[src/rtl/riscv_muldiv_unit_if.sv]
// Request/response bundle for the RV32M multiply/divide unit.
// Handshake rule (both sides): a transfer happens on a rising clock edge where
// valid and ready are both high; the sender holds valid and its payload stable
// until that edge, and ready may change freely while valid is low.
// dbg_state mirrors the unit's FSM state register for observation.
interface riscv_muldiv_unit_if #(
    parameter int DATA_WIDTH = 32
);
    logic                  in_valid;
    logic                  in_ready;
    logic [2:0]            funct3;
    logic [DATA_WIDTH-1:0] op_a;
    logic [DATA_WIDTH-1:0] op_b;
    logic                  flush;
    logic                  out_valid;
    logic                  out_ready;
    logic [DATA_WIDTH-1:0] result;
    logic                  busy;
    logic [1:0]            dbg_state;

    modport master (
        output in_valid, funct3, op_a, op_b, flush, out_ready,
        input  in_ready, out_valid, result, busy, dbg_state
    );

    modport slave (
        input  in_valid, funct3, op_a, op_b, flush, out_ready,
        output in_ready, out_valid, result, busy, dbg_state
    );
endinterface

[src/rtl/riscv_muldiv_unit.sv]
// Iterative RV32M multiply/divide unit (MUL/MULH/MULHSU/MULHU/DIV/DIVU/REM/REMU).
// Shift-add multiply and restoring divide on operand magnitudes, one radix-2
// step per cycle, sign correction on the final CALC->DONE edge.
// Optional build macro RISCV_MULDIV_EARLY_OUT_EN: special cases (divide by zero,
// signed overflow, a zero operand) skip CALC and complete one cycle after accept.
module riscv_muldiv_unit #(
    parameter  int DATA_WIDTH = 32,
    localparam int CNT_W      = $clog2(DATA_WIDTH) + 1
) (
    input logic                clk,
    input logic                rst_n,
    riscv_muldiv_unit_if.slave bus
);

    typedef enum logic [1:0] {
        IDLE = 2'd0,
        CALC = 2'd1,
        DONE = 2'd2
    } state_e;

    localparam logic [DATA_WIDTH-1:0] ALL_ONES = '1;
    localparam logic [DATA_WIDTH-1:0] MOST_NEG = {1'b1, {(DATA_WIDTH-1){1'b0}}};
    localparam logic [DATA_WIDTH-1:0] ZERO_W   = '0;

    state_e                  state_q, state_d;
    logic [CNT_W-1:0]        cnt_q, cnt_d;
    logic [2*DATA_WIDTH-1:0] acc_q, acc_d;
    logic [DATA_WIDTH-1:0]   b_mag_q, b_mag_d;
    logic [2:0]              op_q, op_d;
    logic                    neg_res_q, neg_res_d;
    logic                    neg_rem_q, neg_rem_d;
    logic                    special_q, special_d;
    logic [DATA_WIDTH-1:0]   spec_res_q, spec_res_d;
    logic [DATA_WIDTH-1:0]   result_q, result_d;

    // Request decode: operand signedness, magnitudes and special-case result
    logic                    a_signed_in, b_signed_in, a_neg_in, b_neg_in;
    logic [DATA_WIDTH-1:0]   a_mag_in, b_mag_in;
    logic                    special_in;
    logic [DATA_WIDTH-1:0]   spec_res_in;

    always_comb begin
        a_signed_in = 1'b0;
        b_signed_in = 1'b0;
        if (bus.funct3[2]) begin
            // DIV and REM are signed, DIVU and REMU are not
            a_signed_in = ~bus.funct3[0];
            b_signed_in = ~bus.funct3[0];
        end else begin
            // MUL/MULH: both signed, MULHSU: only rs1, MULHU: neither
            a_signed_in = (bus.funct3[1:0] != 2'b11);
            b_signed_in = ~bus.funct3[1];
        end
        a_neg_in = a_signed_in & bus.op_a[DATA_WIDTH-1];
        b_neg_in = b_signed_in & bus.op_b[DATA_WIDTH-1];
        a_mag_in = a_neg_in ? (ZERO_W - bus.op_a) : bus.op_a;
        b_mag_in = b_neg_in ? (ZERO_W - bus.op_b) : bus.op_b;

        special_in  = 1'b0;
        spec_res_in = '0;
        if (bus.funct3[2] && (bus.op_b == ZERO_W)) begin
            special_in  = 1'b1;
            spec_res_in = bus.funct3[1] ? bus.op_a : ALL_ONES;
        end else if (bus.funct3[2] && !bus.funct3[0] &&
                     (bus.op_a == MOST_NEG) && (bus.op_b == ALL_ONES)) begin
            special_in  = 1'b1;
            spec_res_in = bus.funct3[1] ? ZERO_W : bus.op_a;
        end else if ((bus.op_a == ZERO_W) || (bus.op_b == ZERO_W)) begin
            special_in  = 1'b1;
            spec_res_in = '0;
        end
    end

    // One radix-2 step: shift-add for multiply, restore-compare for divide
    logic [DATA_WIDTH:0]     mul_sum;
    logic [DATA_WIDTH:0]     rem_shift;
    logic [DATA_WIDTH-1:0]   rem_sub;
    logic                    rem_ge;
    logic [2*DATA_WIDTH-1:0] step_acc;

    always_comb begin
        mul_sum   = {1'b0, acc_q[2*DATA_WIDTH-1:DATA_WIDTH]} +
                    (acc_q[0] ? {1'b0, b_mag_q} : {(DATA_WIDTH+1){1'b0}});
        rem_shift = acc_q[2*DATA_WIDTH-1:DATA_WIDTH-1];
        rem_ge    = (rem_shift >= {1'b0, b_mag_q});
        // Remainder stays below the divisor, so the low bits of the difference are exact
        rem_sub   = rem_shift[DATA_WIDTH-1:0] - b_mag_q;
        if (op_q[2]) begin
            step_acc = {(rem_ge ? rem_sub : rem_shift[DATA_WIDTH-1:0]),
                        acc_q[DATA_WIDTH-2:0], rem_ge};
        end else begin
            step_acc = {mul_sum, acc_q[DATA_WIDTH-1:1]};
        end
    end

    // Sign-corrected final result selected by the latched opcode
    logic [2*DATA_WIDTH-1:0] prod_fix;
    logic [DATA_WIDTH-1:0]   quo_fix, rem_fix, fin_res;

    always_comb begin
        prod_fix = neg_res_q ? ({(2*DATA_WIDTH){1'b0}} - acc_q) : acc_q;
        quo_fix  = neg_res_q ? (ZERO_W - acc_q[DATA_WIDTH-1:0]) : acc_q[DATA_WIDTH-1:0];
        rem_fix  = neg_rem_q ? (ZERO_W - acc_q[2*DATA_WIDTH-1:DATA_WIDTH])
                             : acc_q[2*DATA_WIDTH-1:DATA_WIDTH];
        if (op_q[2]) begin
            fin_res = op_q[1] ? rem_fix : quo_fix;
        end else begin
            fin_res = (op_q[1:0] == 2'b00) ? prod_fix[DATA_WIDTH-1:0]
                                           : prod_fix[2*DATA_WIDTH-1:DATA_WIDTH];
        end
    end

    // Next-state and datapath update
    always_comb begin
        state_d    = state_q;
        cnt_d      = cnt_q;
        acc_d      = acc_q;
        b_mag_d    = b_mag_q;
        op_d       = op_q;
        neg_res_d  = neg_res_q;
        neg_rem_d  = neg_rem_q;
        special_d  = special_q;
        spec_res_d = spec_res_q;
        result_d   = result_q;

        case (state_q)
            IDLE: begin
                // flush wins over a same-cycle request
                if (bus.in_valid && !bus.flush) begin
                    op_d       = bus.funct3;
                    acc_d      = {ZERO_W, a_mag_in};
                    b_mag_d    = b_mag_in;
                    neg_res_d  = a_neg_in ^ b_neg_in;
                    neg_rem_d  = a_neg_in;
                    special_d  = special_in;
                    spec_res_d = spec_res_in;
                    cnt_d      = CNT_W'(DATA_WIDTH);
                    state_d    = CALC;
`ifdef RISCV_MULDIV_EARLY_OUT_EN
                    if (special_in) begin
                        result_d = spec_res_in;
                        state_d  = DONE;
                    end
`endif
                end
            end
            CALC: begin
                if (bus.flush) begin
                    state_d = IDLE;
                end else if (cnt_q != '0) begin
                    acc_d = step_acc;
                    cnt_d = cnt_q - 1'b1;
                end else begin
                    // Extra edge after the last step applies the sign fix
                    result_d = special_q ? spec_res_q : fin_res;
                    state_d  = DONE;
                end
            end
            DONE: begin
                if (bus.flush || bus.out_ready) begin
                    state_d = IDLE;
                end
            end
            default: state_d = IDLE;
        endcase
    end

    // State and datapath registers, cleared asynchronously
    always_ff @(posedge clk or negedge rst_n) begin
        if (!rst_n) begin
            state_q    <= IDLE;
            cnt_q      <= '0;
            acc_q      <= '0;
            b_mag_q    <= '0;
            op_q       <= '0;
            neg_res_q  <= 1'b0;
            neg_rem_q  <= 1'b0;
            special_q  <= 1'b0;
            spec_res_q <= '0;
            result_q   <= '0;
        end else begin
            state_q    <= state_d;
            cnt_q      <= cnt_d;
            acc_q      <= acc_d;
            b_mag_q    <= b_mag_d;
            op_q       <= op_d;
            neg_res_q  <= neg_res_d;
            neg_rem_q  <= neg_rem_d;
            special_q  <= special_d;
            spec_res_q <= spec_res_d;
            result_q   <= result_d;
        end
    end

    assign bus.in_ready  = (state_q == IDLE);
    assign bus.out_valid = (state_q == DONE);
    assign bus.busy      = (state_q != IDLE);
    assign bus.result    = result_q;
    assign bus.dbg_state = state_q;

endmodule

[src/flat_wrapper.sv]
// flat-port wrapper written by rule: the top's interface ports become plain ports
module riscv_muldiv_unit_flat 
#(
    parameter  int DATA_WIDTH = 32,
    localparam int CNT_W      = $clog2(DATA_WIDTH) + 1
)
  (clk, rst_n, bus_in_valid, bus_funct3, bus_op_a, bus_op_b, bus_flush, bus_out_ready, bus_in_ready, bus_out_valid, bus_result, bus_busy, bus_dbg_state);
  riscv_muldiv_unit_if #(.DATA_WIDTH(DATA_WIDTH)) bus_i ();
  input logic clk;
  input logic rst_n;
  input wire logic [$bits(bus_i.in_valid)-1:0] bus_in_valid;
  input wire logic [$bits(bus_i.funct3)-1:0] bus_funct3;
  input wire logic [$bits(bus_i.op_a)-1:0] bus_op_a;
  input wire logic [$bits(bus_i.op_b)-1:0] bus_op_b;
  input wire logic [$bits(bus_i.flush)-1:0] bus_flush;
  input wire logic [$bits(bus_i.out_ready)-1:0] bus_out_ready;
  output wire logic [$bits(bus_i.in_ready)-1:0] bus_in_ready;
  output wire logic [$bits(bus_i.out_valid)-1:0] bus_out_valid;
  output wire logic [$bits(bus_i.result)-1:0] bus_result;
  output wire logic [$bits(bus_i.busy)-1:0] bus_busy;
  output wire logic [$bits(bus_i.dbg_state)-1:0] bus_dbg_state;
  assign bus_i.in_valid = bus_in_valid;
  assign bus_i.funct3 = bus_funct3;
  assign bus_i.op_a = bus_op_a;
  assign bus_i.op_b = bus_op_b;
  assign bus_i.flush = bus_flush;
  assign bus_i.out_ready = bus_out_ready;
  assign bus_in_ready = bus_i.in_ready;
  assign bus_out_valid = bus_i.out_valid;
  assign bus_result = bus_i.result;
  assign bus_busy = bus_i.busy;
  assign bus_dbg_state = bus_i.dbg_state;
  riscv_muldiv_unit #(.DATA_WIDTH(DATA_WIDTH)) u_core (.clk(clk), .rst_n(rst_n), .bus(bus_i));
endmodule
[config.mk]
export PLATFORM = sky130hd
export DESIGN_NAME = riscv_muldiv_unit_flat
export DESIGN_NICKNAME = d
export VERILOG_FILES = /design/src/rtl/riscv_muldiv_unit_if.sv /design/src/rtl/riscv_muldiv_unit.sv /design/src/flat_wrapper.sv
export SDC_FILE = /design/constraint.sdc
export NUM_CORES = 1
export LEC_CHECK = 0
export ABC_AREA = 1
export BUFFER_PORTS_ARGS = -buffer_cell sky130_fd_sc_hd__buf_2
export CORE_AREA = 3 3 210 212
export DETAILED_ROUTE_END_ITERATION = 12
export DIE_AREA = 0 0 213 215
export HOLD_SLACK_MARGIN = 0.06
export PLACE_DENSITY = 0.69
export SLEW_MARGIN = 0
export SYNTH_ARGS = -nofsm -noshare
export SYNTH_HDL_FRONTEND = slang
export SYNTH_SLANG_ARGS = --single-unit
[constraint.sdc]
create_clock -name clk -period 3.5 [get_ports clk]
set_input_delay 0.175 -clock clk [delete_from_list [all_inputs] [get_ports clk]]
set_output_delay 0.175 -clock clk [all_outputs]
set_load 0.01 [all_outputs]
## After elaboration in Yosys (flattened, before gate mapping)

Cells that the tools add are included.

| storage, ports and cells | value |
|---|---|
| flip-flop bits (word level) | 174 |
| latch bits | 0 |
| memory bits (writable) | 0 |
| ROM bits | 0 |
| output and inout port bits | 37 |
| word-level logic and storage cells | 90 |
| memories kept | 0 |

| cells by class | value |
|---|---|
| add/subtract/negate cells | 8 |
| multipliers | 0 |
| div/mod/pow operators | 0 |
| magnitude comparators | 1 |
| eq/ne operators | 10 |
| shift operators | 0 |
| mux-type cells | 34 |
| bitwise operators | 7 |
| reduce and logical (&&, ||, !) cells | 20 |

Operators with widths:

| kind | number |
|---|---|
| 32-bit 2-to-1 mux | 14 |
| 64-bit 2-to-1 mux | 5 |
| 64-bit case mux with 2 select lines | 1 |
| 1-bit by 32-bit subtractor with 32-bit output (first input constant) | 4 |
| 32-bit equality test (second input constant) | 2 |
| 32-bit zero test | 2 |
| 1-bit by 64-bit subtractor with 64-bit output (first input constant) | 1 |
| 32-bit by 33-bit adder with 33-bit output | 1 |
| 33-bit by 32-bit greater-or-equal comparator with 1-bit output | 1 |
| 32-bit subtractor | 1 |
| 6-bit 2-to-1 mux | 3 |
| 6-bit case mux with 2 select lines | 1 |
| 2-bit 2-to-1 mux | 4 |
| 2-bit by 1-bit inequality test with 1-bit output (second input constant) | 3 |
| 2-bit case mux with 3 select lines | 1 |
| 3-bit AND reduction | 2 |
| 6-bit nonzero test | 1 |
| 6-bit by 1-bit subtractor with 6-bit output (second input constant) | 1 |
| 1-bit logical AND | 5 |
| 1-bit 2-to-1 mux | 5 |
| 2-bit zero test | 2 |
| 2-bit inequality test (second input constant) | 2 |
| 1-bit NOT | 4 |
| 4-bit AND reduction | 1 |
| 9 further kinds | 13 |

## Logic depth before layout (Yosys ltp)

| logic depth | value |
|---|---|
| word-level depth | 6 |
| gate-level depth with buffers | 20 |
| mapped depth without buffers | 19 |

## Worst setup path after synthesis

OpenSTA, ideal clock, no wires.

| timing path | value |
|---|---|
| kind | register to register |
| start point | register u_core.acc_q[0] |
| end point | register u_core.acc_q[61] |
| setup time | 0.117 ns |
| data arrival time | 2.462 ns |
| required time | 3.383 ns |
| path slack | 0.920 ns |
| cell stages (with the launch flop) | 18 |
| period minus slack after synthesis | 2.580 ns |
| cells stage by stage | dfrtp_1 -> clkbuf_1 -> clkbuf_1 -> nand2_1 -> inv_1 -> ha_1 -> inv_1 -> fa_1 -> o21ai_0 -> nand2_1 -> nand2_1 -> nand2_1 -> nand2_1 -> nand4_1 -> nand3_1 -> nand3_1 -> nand3_1 -> nand2_1 |

| on the way | value |
|---|---|
| word-level cells in the longest chain between the ends | 6 |

Ends and longest elaborated chain:

| what | RTL line | text |
|---|---|---|
| start: declaration | riscv_muldiv_unit.sv:27 | `logic [2*DATA_WIDTH-1:0] acc_q, acc_d;` |
| start signal: assignment | riscv_muldiv_unit.sv:173 | `acc_q <= '0;` |
| start signal: assignment | riscv_muldiv_unit.sv:184 | `acc_q <= acc_d;` |
| 32-bit 2-to-1 mux | riscv_muldiv_unit.sv:83 | `(acc_q[0] ? {1'b0, b_mag_q} : {(DATA_WIDTH+1){1'b0}});` |
| 32-bit by 33-bit adder with 33-bit output | riscv_muldiv_unit.sv:82 | `mul_sum = {1'b0, acc_q[2*DATA_WIDTH-1:DATA_WIDTH]} +` |
| 64-bit 2-to-1 mux | riscv_muldiv_unit.sv:88 | `if (op_q[2]) begin` |
| 64-bit 2-to-1 mux | riscv_muldiv_unit.sv:150 | `end else if (cnt_q != '0) begin` |
| 64-bit 2-to-1 mux | riscv_muldiv_unit.sv:148 | `if (bus.flush) begin` |
| 64-bit case mux with 2 select lines | riscv_muldiv_unit.sv:126 | `case (state_q)` |

No other way between the ends. The select of a mux whose other input is x is not followed.
A chain may end at the register's enable or synchronous reset.

## Final worst setup path

| timing path | value |
|---|---|
| start point | register u_core.acc_q[43] |
| end point | register u_core.acc_q[48] |

| on the way | value |
|---|---|
| word-level cells in the longest chain between the ends | 6 |

Ends and longest elaborated chain:

| what | RTL line | text |
|---|---|---|
| 32-bit subtractor / 33-bit by 32-bit greater-or-equal comparator with 1-bit output (equally long branches) | riscv_muldiv_unit.sv:87, riscv_muldiv_unit.sv:85 |  |
| 32-bit 2-to-1 mux | riscv_muldiv_unit.sv:89 | `step_acc = {(rem_ge ? rem_sub : rem_shift[DATA_WIDTH-1:0]),` |
| 64-bit 2-to-1 mux (*) | riscv_muldiv_unit.sv:88 |  |
| 64-bit 2-to-1 mux (*) | riscv_muldiv_unit.sv:150 |  |
| 64-bit 2-to-1 mux (*) | riscv_muldiv_unit.sv:148 |  |
| 64-bit case mux with 2 select lines (*) | riscv_muldiv_unit.sv:126 |  |

Mark *: on every way between the ends. The rest lies on a longest branch, timed or not. The select of a mux whose other input is x is not followed.

==> impl_metrics.yaml <==
critical_path:
  max_stage_delay_ps: 670
  cp_top_family: "simple AND/OR/NAND/NOR gates"
  rr_endpoint: "u_core.acc_q[48]"
  path_class: "reg -> reg"
  path_max_fanout: 25
  cp.required_ps: 3840
  r2r_cells: 14
  start_kind: "flip-flop"
  ff2ff_setup_slack_ps: 230
  cpMostUsedCell: "nor2_2"
  end_kind: "flip-flop"
  arrival_ps: 3610
  path_buf_inv: 3
  cp.depth: 14
  crit_path_cell_trace: "ha_1, a21oi_1, inv_1, nor2_2, nor2_2, nor2_2, nand2_2, nand2_4, nand2_4, nor2_1, buf_4, inv_1, nor2_1, o21ai_0"
  slowest_stage: "dfrtp_1"
  rr_startpoint: "u_core.acc_q[43]"
sta:
  tightest_slew_ps: 961
  slew_headroom: 0.358
  tns_ps: 0
  rsz0062_at_grt: "no"
  max_freq_ghz: 0.306
  min_period_ps: 3270
  skew_ps: 26.6
  slew_viol_final: 0
  finalCritPeriodShare: 0.934
  setup_viol: 0
  fin_ws_ps: 230
  hold_viol: 0
  holdWs_ps: 79.3
logic_synthesis:
  synth_warnings: 0
  ys_ff_latch: 174
  synthesis.instances: 3187
  synth_area_um2: 18500
  synth-seq-area-share: 0.235
  yosysUniqueCellTypes: 51
  synthTopCellsByArea: "dfrtp_1 23%, nand2_1 19%, nand3_1 8.4%, inv_1 8.3%, o21ai_0 7.2%"
  synthDominantCellAreaShare: 0.235
  yosys-top-cells-count: "933 x nand2_1, 412 x inv_1, 322 x nor2_1, 310 x nand3_1, 265 x o21ai_0"
  synth_top_area_cell: "dfrtp_1"
  async_flop_share: 1.00
  yosysMostFrequentCell: "nand2_1"
  synthesis.nets: 3332
  synth-edff-count: 0
  ys.flop_type: "dfrtp_1"
  syn_area_per_cell_um2: 5.82
layout:
  synthToLayoutAreaGrowth_pct: 11.9
  fin_nets: 3438
  fillers: 4470
  finalNonFillerCells: 3846
  final_layout_size_suffix_gt1_frac: 0.0829
route:
  drc_errors: 0
  initialDrtViolationCount: 2709
  viasPerCell: 5.73
  vias: 22000
  drt_wl_total_mm: 76.5
  ant_nets: 0
  drt_first_pass_iters: 7
  detail_route.wl_per_cell_um: 19.9
global_route:
  antenna_found_initial: 0
  grt_use_met2: 0.456
  grt_use_met1: 0.483
  grt_pass1_vias: 20100
  grt_pass1_wl_mm: 118
  grt_use_total: 0.333
  grt_max_degree: 90
  grt-ovfl-total: 0
  met3_usage: 0.110
  top_usage_layer: "met1"
floorplanning:
  design.core.area_um2: 42100
  num_io_pins: 109
  die_x_um: 213
  dieArea_um2: 45800
  die_h_um: 215
  rows: 75
  start_util: 0.440
placed_design:
  place_inst: 3773
  place_ws_ps: 395
  place_congestion: 1.04
  hpwl_mm: 59.8
  io_buffers: 108
power_and_ir_drop:
  ir_worst_vdd_mv: 0.649
  pwr_density_cell_nw_per_um2: 854
  p_leak_uw: 0.0108
  total_power_uw: 17700
clocking:
  tritoncts: "built"
  cts_root_buffer: "clkbuf_16"
  clk_path_buf_depth: 2
  clk_pin_slew_worst_paths_ps: 70
  cts_max_level: 4
  cts-resized-gates: 0
  cts.sinks: 174
  cts_buffers: 17
  clk_latency_ps: 490
job:
  maxCapViolCount: 0
min_path:
  min_path_type: "in -> reg"
  min-delay-start: "bus_op_b[20]"
  holdPathEnd: "u_core.b_mag_q[20]"
  hold_depth: 3
status:
  outcome: "finished clean"
sequential cells by signal (all words and copies together), names as in the netlist:
name	cells
u_core.special_q	1
u_core.neg_res_q	1
u_core.bus.result	32
u_core.neg_rem_q	1
u_core.spec_res_q	32
u_core.acc_q	64
u_core.bus.dbg_state	2
u_core.cnt_q	6
u_core.op_q	3
u_core.b_mag_q	32
cells in the final DEF (no fill, tap or decap), types with 4 or more instances in the layout:
master	netlist	routed
inv_6	0	4
inv_2	8	9
a21oi_1	226	226
a31oi_1	19	19
o211ai_1	44	44
o21a_1	8	8
buf_4	1	67
o21ai_2	5	5
dfrtp_1	174	172
nand3_1	310	310
nand2_2	5	6
nand4_1	61	61
o21bai_1	6	6
o21ai_0	265	265
or2_2	11	11
ha_1	71	71
xnor2_1	7	7
a21o_1	7	7
xor2_1	48	48
clkbuf_16	0	17
dlygate4sd3_1	0	40
buf_2	19	107
nor2_4	5	6
a22oi_1	12	12
inv_1	412	412
nor4_1	7	7
nor2_2	15	16
nand3b_1	10	10
nor3_1	22	22
o21ai_1	15	15
nor2_1	322	320
nand2_1	933	932
layer usage:
metal	routed length, um	vias to the layer above
li1	-	10600
met1	33300	10100
met2	30300	1226
met3	9980	137
met4	2950	0
met5	0	-
per-stage QoR:
step	util	area [um^2]
2_1_floorplan	-	18500
3_3_place_gp	0.469	19700
3_5_place_dp	0.469	19700
4_1_cts	0.492	20700
5_1_grt	0.492	20700
6_report	0.492	20700
kinds of logic (layout without fill, tap and decap cells):
kind of cell,Yosys count,after routing,share of synthesized area
flip-flops,174,174,0.235
adder cells (fa/ha/maj),73,73,0.0501
XOR/XNOR,55,55,0.0260
buffers and inverters,552,671,0.116
AND/OR/NAND/NOR,1718,1718,0.393
AO/OA/AOI/OAI,615,615,0.180
other,0,1,0
layout make-up:
cell class | count | area (um^2) | share of cell area
antenna | 1 | 2.50 | 0.000121
clock buffer | 17 | 425 | 0.0205
clock inverter | 15 | 173 | 0.00832
inverter | 423 | 1590 | 0.0765
multi-input combinational | 2461 | 12100 | 0.581
sequential | 174 | 4360 | 0.210
tap | 539 | 674 | 0.0325
timing repair buffer | 216 | 1470 | 0.0710
where the power goes:
group	switching, uW	leakage [uW]	internal, uW
combinational	8320	0.00831	3700
clock	994	0.000286	1020
sequential	1030	0.00223	2650
total	10300	0.0108	7370
what timing repair did:
action / CTS / global route
buffers inserted: 0 / 0
endpoints found under the hold margin: 123 / 0
hold buffers: 40 / 0
worst min-delay path, stage by stage:
cell,delay [ps]
buf_2,130
xor2_1,70
o21ai_0,140
how the worst max path moves through the flow:
stage,slack [ps],startpoint,end
detailed placement,390,u_core.acc_q[43],u_core.acc_q[48]
global route,140,u_core.acc_q[42],u_core.acc_q[48]
floorplan,920,u_core.acc_q[0],u_core.acc_q[61]
CTS,330,u_core.acc_q[43],u_core.acc_q[48]
global placement,340,u_core.acc_q[43],u_core.acc_q[48]
finish,230,u_core.acc_q[43],u_core.acc_q[48]
(Power assumes the default switching activity.)
